[src/rtl/mac_pkg.sv]
// Shared constants and helpers for the multiply-accumulate pipeline.
package mac_pkg;

    localparam int unsigned DEF_DATA_W = 8;
    localparam int unsigned DEF_ACC_W  = 32;
    localparam int unsigned DEF_OUT_W  = 16;
    localparam int unsigned DEF_SHIFT  = 0;
    localparam int unsigned DEF_SIGNED = 1;

    // Helpers compute at this width; callers truncate, so ACC_W + 1 must not exceed it.
    localparam int unsigned MAX_W = 64;

    // Half-LSB offset added before a right shift by 'shift' (round half up).
    function automatic logic [MAX_W-1:0] round_offset(input int unsigned shift);
        logic [MAX_W-1:0] off;
        off = '0;
        if (shift != 0) begin
            off = MAX_W'(1) << (shift - 1);
        end
        return off;
    endfunction

    // Upper clamp bound for an out_w-bit result.
    function automatic logic [MAX_W-1:0] sat_hi(input int unsigned out_w, input int unsigned is_signed);
        logic [MAX_W-1:0] one;
        one = MAX_W'(1);
        if (is_signed != 0) begin
            return (one << (out_w - 1)) - one;
        end
        return (one << out_w) - one;
    endfunction

    // Lower clamp bound for an out_w-bit result (two's complement at MAX_W bits).
    function automatic logic [MAX_W-1:0] sat_lo(input int unsigned out_w, input int unsigned is_signed);
        logic [MAX_W-1:0] one;
        one = MAX_W'(1);
        if (is_signed != 0) begin
            return ~((one << (out_w - 1)) - one);
        end
        return '0;
    endfunction

endpackage

[src/rtl/mac_pipe_if.sv]
// Operand stream in, quantised frame result out.
interface mac_pipe_if
    import mac_pkg::*;
#(
    parameter int unsigned DATA_W = DEF_DATA_W,
    parameter int unsigned OUT_W  = DEF_OUT_W
);
    logic              in_valid;
    logic              in_first;
    logic              in_last;
    logic [DATA_W-1:0] d_in_a;
    logic [DATA_W-1:0] d_in_b;
    logic              out_valid;
    logic [OUT_W-1:0]  d_out;
    logic              sat;

    // Fetch side: drives operands, consumes results.
    modport master (
        output in_valid, in_first, in_last, d_in_a, d_in_b,
        input  out_valid, d_out, sat
    );

    // MAC side.
    modport slave (
        input  in_valid, in_first, in_last, d_in_a, d_in_b,
        output out_valid, d_out, sat
    );
endinterface

[src/rtl/mac_quant.sv]
// Combinational round, shift and saturate from the accumulator to the output width.
module mac_quant
    import mac_pkg::*;
#(
    parameter int unsigned ACC_W  = DEF_ACC_W,
    parameter int unsigned OUT_W  = DEF_OUT_W,
    parameter int unsigned SHIFT  = DEF_SHIFT,
    parameter int unsigned SIGNED = DEF_SIGNED
) (
    input  logic [ACC_W-1:0] acc,
    output logic [OUT_W-1:0] q,
    output logic             sat
);
    // One guard bit keeps the rounding add from overflowing in either signedness.
    localparam int unsigned XW = ACC_W + 1;
    localparam logic [XW-1:0] OFFSET = XW'(round_offset(SHIFT));
    localparam logic [XW-1:0] HI     = XW'(sat_hi(OUT_W, SIGNED));
    localparam logic [XW-1:0] LO     = XW'(sat_lo(OUT_W, SIGNED));

    logic [XW-1:0] ext;
    logic [XW-1:0] rnd;
    logic [XW-1:0] shf;

    // Extend, round, shift, then clamp to the representable output range.
    always_comb begin
        if (SIGNED != 0) begin
            ext = XW'($signed(acc));
        end else begin
            ext = XW'(acc);
        end
        rnd = ext + OFFSET;
        if (SIGNED != 0) begin
            shf = XW'($signed(rnd) >>> SHIFT);
        end else begin
            shf = rnd >> SHIFT;
        end
        q   = shf[OUT_W-1:0];
        sat = 1'b0;
        if (SIGNED != 0) begin
            if ($signed(shf) > $signed(HI)) begin
                q   = HI[OUT_W-1:0];
                sat = 1'b1;
            end else if ($signed(shf) < $signed(LO)) begin
                q   = LO[OUT_W-1:0];
                sat = 1'b1;
            end
        end else if (shf > HI) begin
            q   = HI[OUT_W-1:0];
            sat = 1'b1;
        end
    end
endmodule

[src/rtl/mac_pipe.sv]
// Three-stage pipelined multiply-accumulate: product, accumulate, quantised output.
module mac_pipe
    import mac_pkg::*;
#(
    parameter int unsigned DATA_W = DEF_DATA_W,
    parameter int unsigned ACC_W  = DEF_ACC_W,
    parameter int unsigned OUT_W  = DEF_OUT_W,
    parameter int unsigned SHIFT  = DEF_SHIFT,
    parameter int unsigned SIGNED = DEF_SIGNED
) (
    input logic       clk,
    input logic       rst,
    mac_pipe_if.slave bus
);
    localparam int unsigned PW = 2 * DATA_W;

    logic [PW-1:0]    a_x;
    logic [PW-1:0]    b_x;
    logic [PW-1:0]    mult;
    logic             p_valid;
    logic             p_first;
    logic             p_last;
    logic [PW-1:0]    prod;
    logic [ACC_W-1:0] prod_x;
    logic [ACC_W-1:0] acc;
    logic             a_fire;
    logic [OUT_W-1:0] q;
    logic             q_sat;

    // Extend operands to full product width so the low 2*DATA_W bits are exact.
    always_comb begin
        if (SIGNED != 0) begin
            a_x = PW'($signed(bus.d_in_a));
            b_x = PW'($signed(bus.d_in_b));
        end else begin
            a_x = PW'(bus.d_in_a);
            b_x = PW'(bus.d_in_b);
        end
        mult = a_x * b_x;
    end

    // Stage P: register the product and the beat flags.
    always_ff @(posedge clk or negedge rst) begin
        if (!rst) begin
            p_valid <= 1'b0;
            p_first <= 1'b0;
            p_last  <= 1'b0;
            prod    <= '0;
        end else begin
            p_valid <= bus.in_valid;
            p_first <= bus.in_valid & bus.in_first;
            p_last  <= bus.in_valid & bus.in_last;
            if (bus.in_valid) begin
                prod <= mult;
            end
        end
    end

    // Widen the registered product to accumulator width.
    always_comb begin
        if (SIGNED != 0) begin
            prod_x = ACC_W'($signed(prod));
        end else begin
            prod_x = ACC_W'(prod);
        end
    end

    // Stage A: restart on first, otherwise accumulate; hold across bubbles.
    always_ff @(posedge clk or negedge rst) begin
        if (!rst) begin
            acc    <= '0;
            a_fire <= 1'b0;
        end else begin
            a_fire <= p_valid & p_last;
            if (p_valid) begin
                acc <= p_first ? prod_x : acc + prod_x;
            end
        end
    end

    mac_quant #(
        .ACC_W  (ACC_W),
        .OUT_W  (OUT_W),
        .SHIFT  (SHIFT),
        .SIGNED (SIGNED)
    ) u_quant (
        .acc (acc),
        .q   (q),
        .sat (q_sat)
    );

    // Stage O: capture the quantised result at frame end; result holds between pulses.
    always_ff @(posedge clk or negedge rst) begin
        if (!rst) begin
            bus.out_valid <= 1'b0;
            bus.d_out     <= '0;
            bus.sat       <= 1'b0;
        end else begin
            bus.out_valid <= a_fire;
            if (a_fire) begin
                bus.d_out <= q;
                bus.sat   <= q_sat;
            end
        end
    end
endmodule
[src/flat_wrapper.sv]
// flat-port wrapper written by rule: the top's interface ports become plain ports
module mac_pipe_flat import mac_pkg::*;
#(
    parameter int unsigned DATA_W = DEF_DATA_W,
    parameter int unsigned ACC_W  = DEF_ACC_W,
    parameter int unsigned OUT_W  = DEF_OUT_W,
    parameter int unsigned SHIFT  = DEF_SHIFT,
    parameter int unsigned SIGNED = DEF_SIGNED
)
  (clk, rst, bus_in_valid, bus_in_first, bus_in_last, bus_d_in_a, bus_d_in_b, bus_out_valid, bus_d_out, bus_sat);
  mac_pipe_if #(.DATA_W(DATA_W), .OUT_W(OUT_W)) bus_i ();
  input logic clk;
  input logic rst;
  input wire logic [$bits(bus_i.in_valid)-1:0] bus_in_valid;
  input wire logic [$bits(bus_i.in_first)-1:0] bus_in_first;
  input wire logic [$bits(bus_i.in_last)-1:0] bus_in_last;
  input wire logic [$bits(bus_i.d_in_a)-1:0] bus_d_in_a;
  input wire logic [$bits(bus_i.d_in_b)-1:0] bus_d_in_b;
  output wire logic [$bits(bus_i.out_valid)-1:0] bus_out_valid;
  output wire logic [$bits(bus_i.d_out)-1:0] bus_d_out;
  output wire logic [$bits(bus_i.sat)-1:0] bus_sat;
  assign bus_i.in_valid = bus_in_valid;
  assign bus_i.in_first = bus_in_first;
  assign bus_i.in_last = bus_in_last;
  assign bus_i.d_in_a = bus_d_in_a;
  assign bus_i.d_in_b = bus_d_in_b;
  assign bus_out_valid = bus_i.out_valid;
  assign bus_d_out = bus_i.d_out;
  assign bus_sat = bus_i.sat;
  mac_pipe #(.DATA_W(DATA_W), .ACC_W(ACC_W), .OUT_W(OUT_W), .SHIFT(SHIFT), .SIGNED(SIGNED)) u_core (.clk(clk), .rst(rst), .bus(bus_i));
endmodule
[config.mk]
export PLATFORM = sky130hd
export DESIGN_NAME = mac_pipe_flat
export DESIGN_NICKNAME = d
export VERILOG_FILES = /design/src/rtl/mac_pkg.sv /design/src/rtl/mac_pipe_if.sv /design/src/rtl/mac_quant.sv /design/src/rtl/mac_pipe.sv /design/src/flat_wrapper.sv
export SDC_FILE = /design/constraint.sdc
export NUM_CORES = 1
export LEC_CHECK = 0
export BUFFER_PORTS_ARGS = -buffer_cell sky130_fd_sc_hd__buf_2
export CAP_MARGIN = 40
export CELL_PAD_IN_SITES_DETAIL_PLACEMENT = 2
export CELL_PAD_IN_SITES_GLOBAL_PLACEMENT = 2
export CORE_AREA = 5 5 174 176
export DETAILED_ROUTE_END_ITERATION = 8
export DIE_AREA = 0 0 179 181
export PLACE_DENSITY = 0.54
export SYNTH_ARGS = -nofsm -noshare
export SYNTH_HDL_FRONTEND = slang
export SYNTH_SLANG_ARGS = --single-unit
[constraint.sdc]
create_clock -name clk -period 3.6 [get_ports clk]
set_input_delay 0.54 -clock clk [delete_from_list [all_inputs] [get_ports clk]]
set_output_delay 0.54 -clock clk [all_outputs]
set_load 0.1 [all_outputs]
[Yosys cells after proc, flatten, opt, wreduce, memory -nomap -nowiden]
Cells that the tools add are included.
Widths: inputs -> output; s select.
Word-level totals
  bits of input ports: 21
  logic and storage cells: 21
  bits in registers: 70
Operators by class
  magnitude comparators: 2
  multipliers: 1
  muxes and demuxes: 5
  bitwise operators: 3
  add/sub/neg operators: 1
Operators with widths (count)
  $add 32x32->32: 1
  $gt 32x16->1 const B: 1
  $lt 32x16->1 const B: 1
  $mux 16: 2
  $mux 32: 1
  $mul 8x8->16: 1
  $and 1x1->1: 3
  $mux 1: 2

[Longest topological paths before layout]
Gate-level depths: netlist of the first run.
  depth in word-level cells: 3
  gate-level depth with buffers: 18
  mapped depth without buffers: 18

[By module]
Synthesis of the first run repeated with hierarchy kept, for this count alone.
Unflattened totals
  cells, all modules: 773
  area, all modules: 7105.6 µm²
Modules (own cells, without submodules)
  mac_pipe: area each 6867.8 µm², times used 1, seq. area each 1751.7 µm², cells each 744
  mac_quant: area each 237.7 µm², times used 1, seq. area each 0.0 µm², cells each 29

[Worst setup path after synthesis of the first run]
Ideal clock, no wire load.
  kind: in2reg
  start: input bus_d_in_a[3]
  end: register u_core.prod[14]
  slack: -931 ps
  buffers on the path: 0
  arrival time: 4462 ps
  cell stages on the path: 17
  data required time: 3531 ps
  setup time: 69 ps
  cell sequence: and2_1 > fa_1 > inv_1 > fa_1 > inv_1 > fa_1 > inv_1 > fa_1 > inv_1 > ha_1 > o21ai_0 > a21boi_0 > o21ai_0 > a21boi_0 > o211ai_1 > a2111o_1 > nand3_1
On the way
  word-level cells in the longest chain between the ends: 1
Ends and longest elaborated chain
  start: declaration: line flat_wrapper.sv:17  | input wire logic [$bits(bus_i.d_in_a)-1:0] bus_d_in_a;
  $mul 8x8->16: line mac_pipe.sv:39  | mult = a_x * b_x;
  end signal: assignment: line mac_pipe.sv:54  | prod <= mult;
  end: declaration: line mac_pipe.sv:23  | logic [PW-1:0] prod;
Every way passes these cells.
A chain may end at the register's enable or synchronous reset.

[Final worst setup path of the first run]
  start: input bus_d_in_b[0]
  end: register u_core.prod[12]
On the way
  word-level cells in the longest chain between the ends: 1
Ends and longest elaborated chain
  start: declaration: line flat_wrapper.sv:18  | input wire logic [$bits(bus_i.d_in_b)-1:0] bus_d_in_b;
  $mul 8x8->16: line mac_pipe.sv:39
Every way passes these cells.

==> results_dict.tcl, run 1 <==
set metrics [dict create \
    cp_max_fo 5 \
    final_area_sq_um 8900 \
    yosysTopAreaCellShare 0.248 \
    period_minus_slack_ps 4140 \
    viasPerCell 4.70 \
    total_leakage_power_nw 4.03 \
    setup_viol 9 \
    ir_drop_mv 0.264 \
    busiest_layer "met2" \
    chipWidth_um 179 \
    pwr-share-comb 0.727 \
    place.gp.congestion 0.845 \
    worstReg2RegStart "u_core.prod[15]$_DFFE_PN0P_" \
    ys_top_cells_by_count "inv_1, dfrtp_1, ha_1" \
    ys_warn_count 0 \
    power_switching_mw 4.62 \
    clock_skew_ps 12.5 \
    clk_pin_slew_worst_paths_ps 60 \
    crit_arrival_ps 4390 \
    drv_cap 0 \
    drc 0 \
    critPathLaunch "bus_d_in_b[0]" \
    firstDrtPassIters 4 \
    port-buffer-count 38 \
    synth_ff_type "dfrtp_1" \
    status "finished, violations left" \
    grt_pass1_wl_mm 35.9 \
    p_per_area_nw_per_um2 1060 \
    placed_cell_area_sq_um 8140 \
    p_sw_frac 0.492 \
    grt_max_degree 50 \
    rows 62 \
    antenna_cells 0 \
    final_nets 1010 \
    cts_root_buf "clkbuf_16" \
    finalWirelength_mm 21.6 \
    core_area_sq_um 28500 \
    die-area_sq_um 32400 \
    finalHoldViolations 0 \
    p_total_mw 9.39 \
    gr-total-overflow 0 \
    async_flop_share 1.00 \
    r2r_setup_slack_ps 430 \
    start_kind "input pin" \
    cp-end-kind "register" \
    synth_seq_area_share 0.248 \
    grt_usage 0.137 \
    use_met1 0.184 \
    grt_pass1_vias 6862 \
    seq_power_share 0.162 \
    violations "negative setup slack" \
    synth_area_sq_um 7050 \
    hp-class "in2async" \
    routed-via-count 5926 \
    synth_edf_count 0 \
    path_class "in2reg" \
    drv_slew 0 \
    cts_buffer_depth 2 \
    synthCells 779 \
    die_h_um 181 \
    ioPinCount 39 \
    clkLatencyLatePin_ps 350 \
    worst_slack_ps -535 \
    rsz0062_at_grt "true" \
    grtUsageMet3 0.0146 \
    drtIter0Drc 147 \
    fillers 3208 \
    slew_headroom 0.434 \
    cts_tree "done" \
    fmax_mhz 242 \
    tns_ps -2790 \
    synth_area_leaders "dfrtp_1, fa_1, ha_1" \
    grt_antenna_before_repair 0 \
    postSynthAreaPerCell_sq_um 9.05 \
    syn-num-nets 916 \
    routedWlPerCell_um 17.1 \
    start_util 0.248 \
    p_int_mw 4.77 \
    tightest_slew_ps 846 \
    ys_ff_latch 70 \
    cts_made_buffers 9 \
    cts_max_level 3 \
    gr-usage-met2 0.234 \
    synth_top_area_cell "dfrtp_1" \
    ant_nets 0 \
    synth.distinct_cells 72 \
    period_share 1.15 \
    crit_required_ps 3860 \
    layout-drive-gt1-share 0.236 \
    area_growth_pct 26.2 \
    hpwl_mm 17.5 \
    p_clk_frac 0.111 \
    yosysMostFrequentCell "inv_1" \
    cts.sinks 70 \
]
power groups by stage:
stage	Combinational [mW]	Clock [mW]	Sequential, mW
2_1_floorplan	4.10	0	2.01
3_3_place_gp	6.08	0	1.52
3_5_place_dp	6.30	0	1.55
4_1_cts	6.59	1.07	1.53
5_1_grt	7.60	1.10	1.58
6_report	6.82	1.04	1.53
cells in the final DEF (no fill, tap or decap), types with 9 or more instances in the layout:
cell type and n:
fa_1 52, clkbuf_16 9, inv_2 12, ha_1 48
nor2_1 54, ha_4 10, buf_2 22, a21oi_1 42
o21ai_0 23, and2_1 38, buf_4 70, a21o_1 15
o21a_1 9, nand2_1 49, dfrtp_1 70, o22ai_1 17
inv_1 95, xnor2_1 22, buf_6 9, nor2b_1 13
state kept, by name, summed over array words and instances, names as in the netlist:
register              cells
u_core.a_fire             1
u_core.p_last             1
u_core.acc               32
u_core.prod              16
u_core.p_valid            1
u_core.bus.sat            1
u_core.p_first            1
u_core.bus.d_out         16
u_core.bus.out_valid      1
area by class of cell:
| cell class | count | area [sq um] | share of cell area |
|---|---|---|---|
| multi-input combinational | 580 | 5120 | 0.576 |
| sequential | 70 | 1750 | 0.197 |
| timing repair buffer | 104 | 792 | 0.0890 |
| tap | 384 | 480 | 0.0540 |
| inverter | 108 | 409 | 0.0460 |
| clock buffer | 11 | 233 | 0.0262 |
| clock inverter | 5 | 108 | 0.0121 |
kinds of logic (layout without fill, tap and decap cells):
kind of cell	count (synthesis)	count (layout)	share of synthesized area
simple gates	238	238	0.176
mux	18	18	0.0273
flops	70	70	0.248
compound gates	182	182	0.180
xor+xnor	26	26	0.0323
buf+inv	129	228	0.0706
fa+ha+maj	116	116	0.265
timing repair:
item                                    in CTS  in global routing
hold buffers                                 0                  0
gates resized for setup                     54                 33
endpoints found under the setup margin       9                  9
setup buffers                               11                  6
pin swaps                                   27                 22
path summary, 6_finish.rpt:
check,endpoint,cells past startpoint
setup / recovery,u_core.prod[12]$_DFFE_PN0P_,18
hold / removal,u_core.acc[26]$_DFFE_PN0P_,1
setup reg to reg,u_core.acc[31]$_DFFE_PN0P_,9
hold reg to reg,u_core.a_fire$_DFF_PN0_,1
max in group asynchronous,u_core.bus.d_out[1]$_DFFE_PN0P_,2
min in group clk,u_core.p_last$_DFF_PN0_,2
metal layers:
metal / wire, um / vias to the layer above
li1: - / 2860
met1: 10500 / 3000
met2: 10500 / 51
met3: 339 / 15
met4: 260 / 0
met5: 0 / -
worst max-delay path, cell delays in order:
cell      delay [ps]
buf_6            100
and2_1           190
ha_4             250
fa_1             520
inv_1             60
fa_1             500
fa_1             540
inv_1             70
ha_4             260
nor2b_4          130
o21ai_4          160
a21boi_4          70
o21ai_2          160
a21boi_2          80
buf_4            140
o21a_1           200
o21a_1           200
o31ai_2          200
through the flow:
step,utilization,worst slack (ps),cells,hold slack [ps]
global route,0.313,-697,1262,175
floorplan,-,-622,779,244
global placement,0.285,-1000,1231,457
detailed placement,0.286,-1080,1232,437
CTS,0.306,-549,1256,151
finish,0.313,-535,1262,139
Note: power is estimated with default switching activity, not from simulation.
==> inputs of run 2 (changes only) <==
==> constraint.sdc (replaced) <==
create_clock -name clk -period 3.6 [get_ports clk]
set_input_delay 0.72 -clock clk [delete_from_list [all_inputs] [get_ports clk]]
set_output_delay 0.72 -clock clk [all_outputs]
set_load 0.1 [all_outputs]
==> results_dict.tcl, run 2 (synthesis results as in run 1) <==
set metrics [dict create \
    finalHoldViolations 0 \
    final_util 0.315 \
    hpwl_mm 17.6 \
    crit_buf_inv 7 \
    slew_headroom 0.541 \
    routedWlPerCell_um 17.6 \
    period_minus_slack_ps 4290 \
    start_kind "input pin" \
    ir_drop_mv 0.246 \
    core_area_sq_um 28500 \
    start_util 0.248 \
    layout-drive-gt1-share 0.255 \
    cp_max_fo 5 \
    cp_top_family "adder cells" \
    cp_slowest_stage_delay_ps 560 \
    cts.sinks 70 \
    antenna_cells 0 \
    crit_chain "buf_8, and2_4, buf_6, ha_4, clkinvlp_4, buf_6, fa_1, inv_2, fa_1, inv_2, fa_2, inv_2, ha_4, and2_4, o21ai_2, o21ai_2, o41ai_2, xnor2_1, mux2_4" \
    cp_common_cell "inv_2" \
    top_regs "u_core.acc: 32 flops, u_core.bus.d_out: 16 flops, u_core.prod: 16 flops" \
    drv_slew 0 \
    chipWidth_um 179 \
    die_h_um 181 \
    worst_slack_ps -689 \
    port-buffer-count 38 \
    place.gp.congestion 0.821 \
    tightest_slew_ps 679 \
    drc 0 \
    status "finished, violations left" \
    rsz0062_at_grt "true" \
    path_class "in2reg" \
    clk_pin_slew_worst_paths_ps 60 \
    hp-class "in2async" \
    fmax_mhz 233 \
    gr-total-overflow 0 \
    cts_max_level 3 \
    hold_slack_ps 321 \
    hold_buffers 0 \
    grt_pass1_wl_mm 36.5 \
    firstDrtPassIters 4 \
    p_per_area_nw_per_um2 1050 \
    layout_commonest_cell "inv_1" \
    finalWirelength_mm 22.3 \
    die-area_sq_um 32400 \
    grt_usage 0.139 \
    drv_cap 0 \
    drtIter0Drc 164 \
    routed-via-count 5981 \
    cp-end-kind "register" \
    area_growth_pct 27.2 \
    cts_tree "done" \
    clkLatencyLatePin_ps 350 \
    cts_buffer_depth 2 \
    cp_slowest_cell "fa_2" \
    final_nets 1012 \
    ioPinCount 39 \
    cts_root_buf "clkbuf_16" \
    grt_pass1_vias 6825 \
    ant_nets 0 \
    grt_max_degree 50 \
    cts_made_buffers 9 \
    layout.cells.most_common_list "inv_1, dfrtp_1, buf_4" \
    rows 62 \
    violations "negative setup slack" \
    total_leakage_power_nw 4.05 \
    clock_skew_ps 10.6 \
    largest_reg_flops 32 \
    viasPerCell 4.73 \
    regMostFlops "u_core.acc" \
    grt_antenna_before_repair 0 \
    crit_arrival_ps 4520 \
    setup_viol 9 \
    period_share 1.19 \
    crit_required_ps 3830 \
]
[run 2: cell count changes in the layout (fill, tap and decap cells not counted), moves of 4 or more]
cell and delta:
buf_4 -8, buf_6 +8, inv_1 -8, inv_2 +6, and2_1 -4, and2_4 +4
[run 2: final cells by class]
type / instances / area, sq um
inverters: 108 / 414
repair buffers: 106 / 840
clock buffers: 10 / 229
flip-flops and latches: 70 / 1750
clock inverters: 6 / 86.3
multi-input cells: 580 / 5170
fillers: 3185 / 19500
well taps: 384 / 480
[run 2: final timing paths]
path | start | end | slack [ps] | cells past startpoint
max | bus_d_in_b[0] | u_core.prod[15]$_DFFE_PN0P_ | -690 | 19
min | rst | u_core.acc[18]$_DFFE_PN0P_ | 320 | 1
max reg2reg | u_core.acc[0]$_DFFE_PN0P_ | u_core.acc[26]$_DFFE_PN0P_ | 530 | 11
min reg2reg | u_core.p_last$_DFF_PN0_ | u_core.a_fire$_DFF_PN0_ | 470 | 1
max in group asynchronous | rst | u_core.prod[5]$_DFFE_PN0P_ | 2700 | 2
min in group clk | u_core.p_last$_DFF_PN0_ | u_core.a_fire$_DFF_PN0_ | 470 | 1
[run 2: power breakdown]
part	switching, mW	internal [mW]	leakage, nW
logic	3.93	3.00	3.06
registers	0.371	1.14	0.838
clock network	0.372	0.606	0.152
total	4.67	4.75	4.05
[run 2: layer usage]
metal  part of all wire  global-route usage
met1               0.48               0.190
met3              0.017              0.0123
met2               0.48               0.236
met4              0.018              0.0399
met5                  0                   0
[run 2: through the flow]
step           worst slack, ps  setup TNS (ps)  instance area [sq um]  std cells  total power, mW
6_report                  -689           -4390                   8970       1264             9.42
5_1_grt                   -848           -5600                   8970       1264             10.3
4_1_cts                   -751           -4720                   8720       1259             9.12
3_5_place_dp             -1240           -9260                   8160       1235             7.84
3_3_place_gp             -1180           -8730                   8140       1233             7.57
2_1_floorplan             -802           -4790                   7160        779             6.11
[run 2: repair_timing]
| action | CTS | global route |
|---|---|---|
| buffers inserted | 10 | 5 |
| gates resized for setup | 51 | 62 |
| endpoints found under the setup margin | 10 | 10 |
| pin swaps | 31 | 48 |
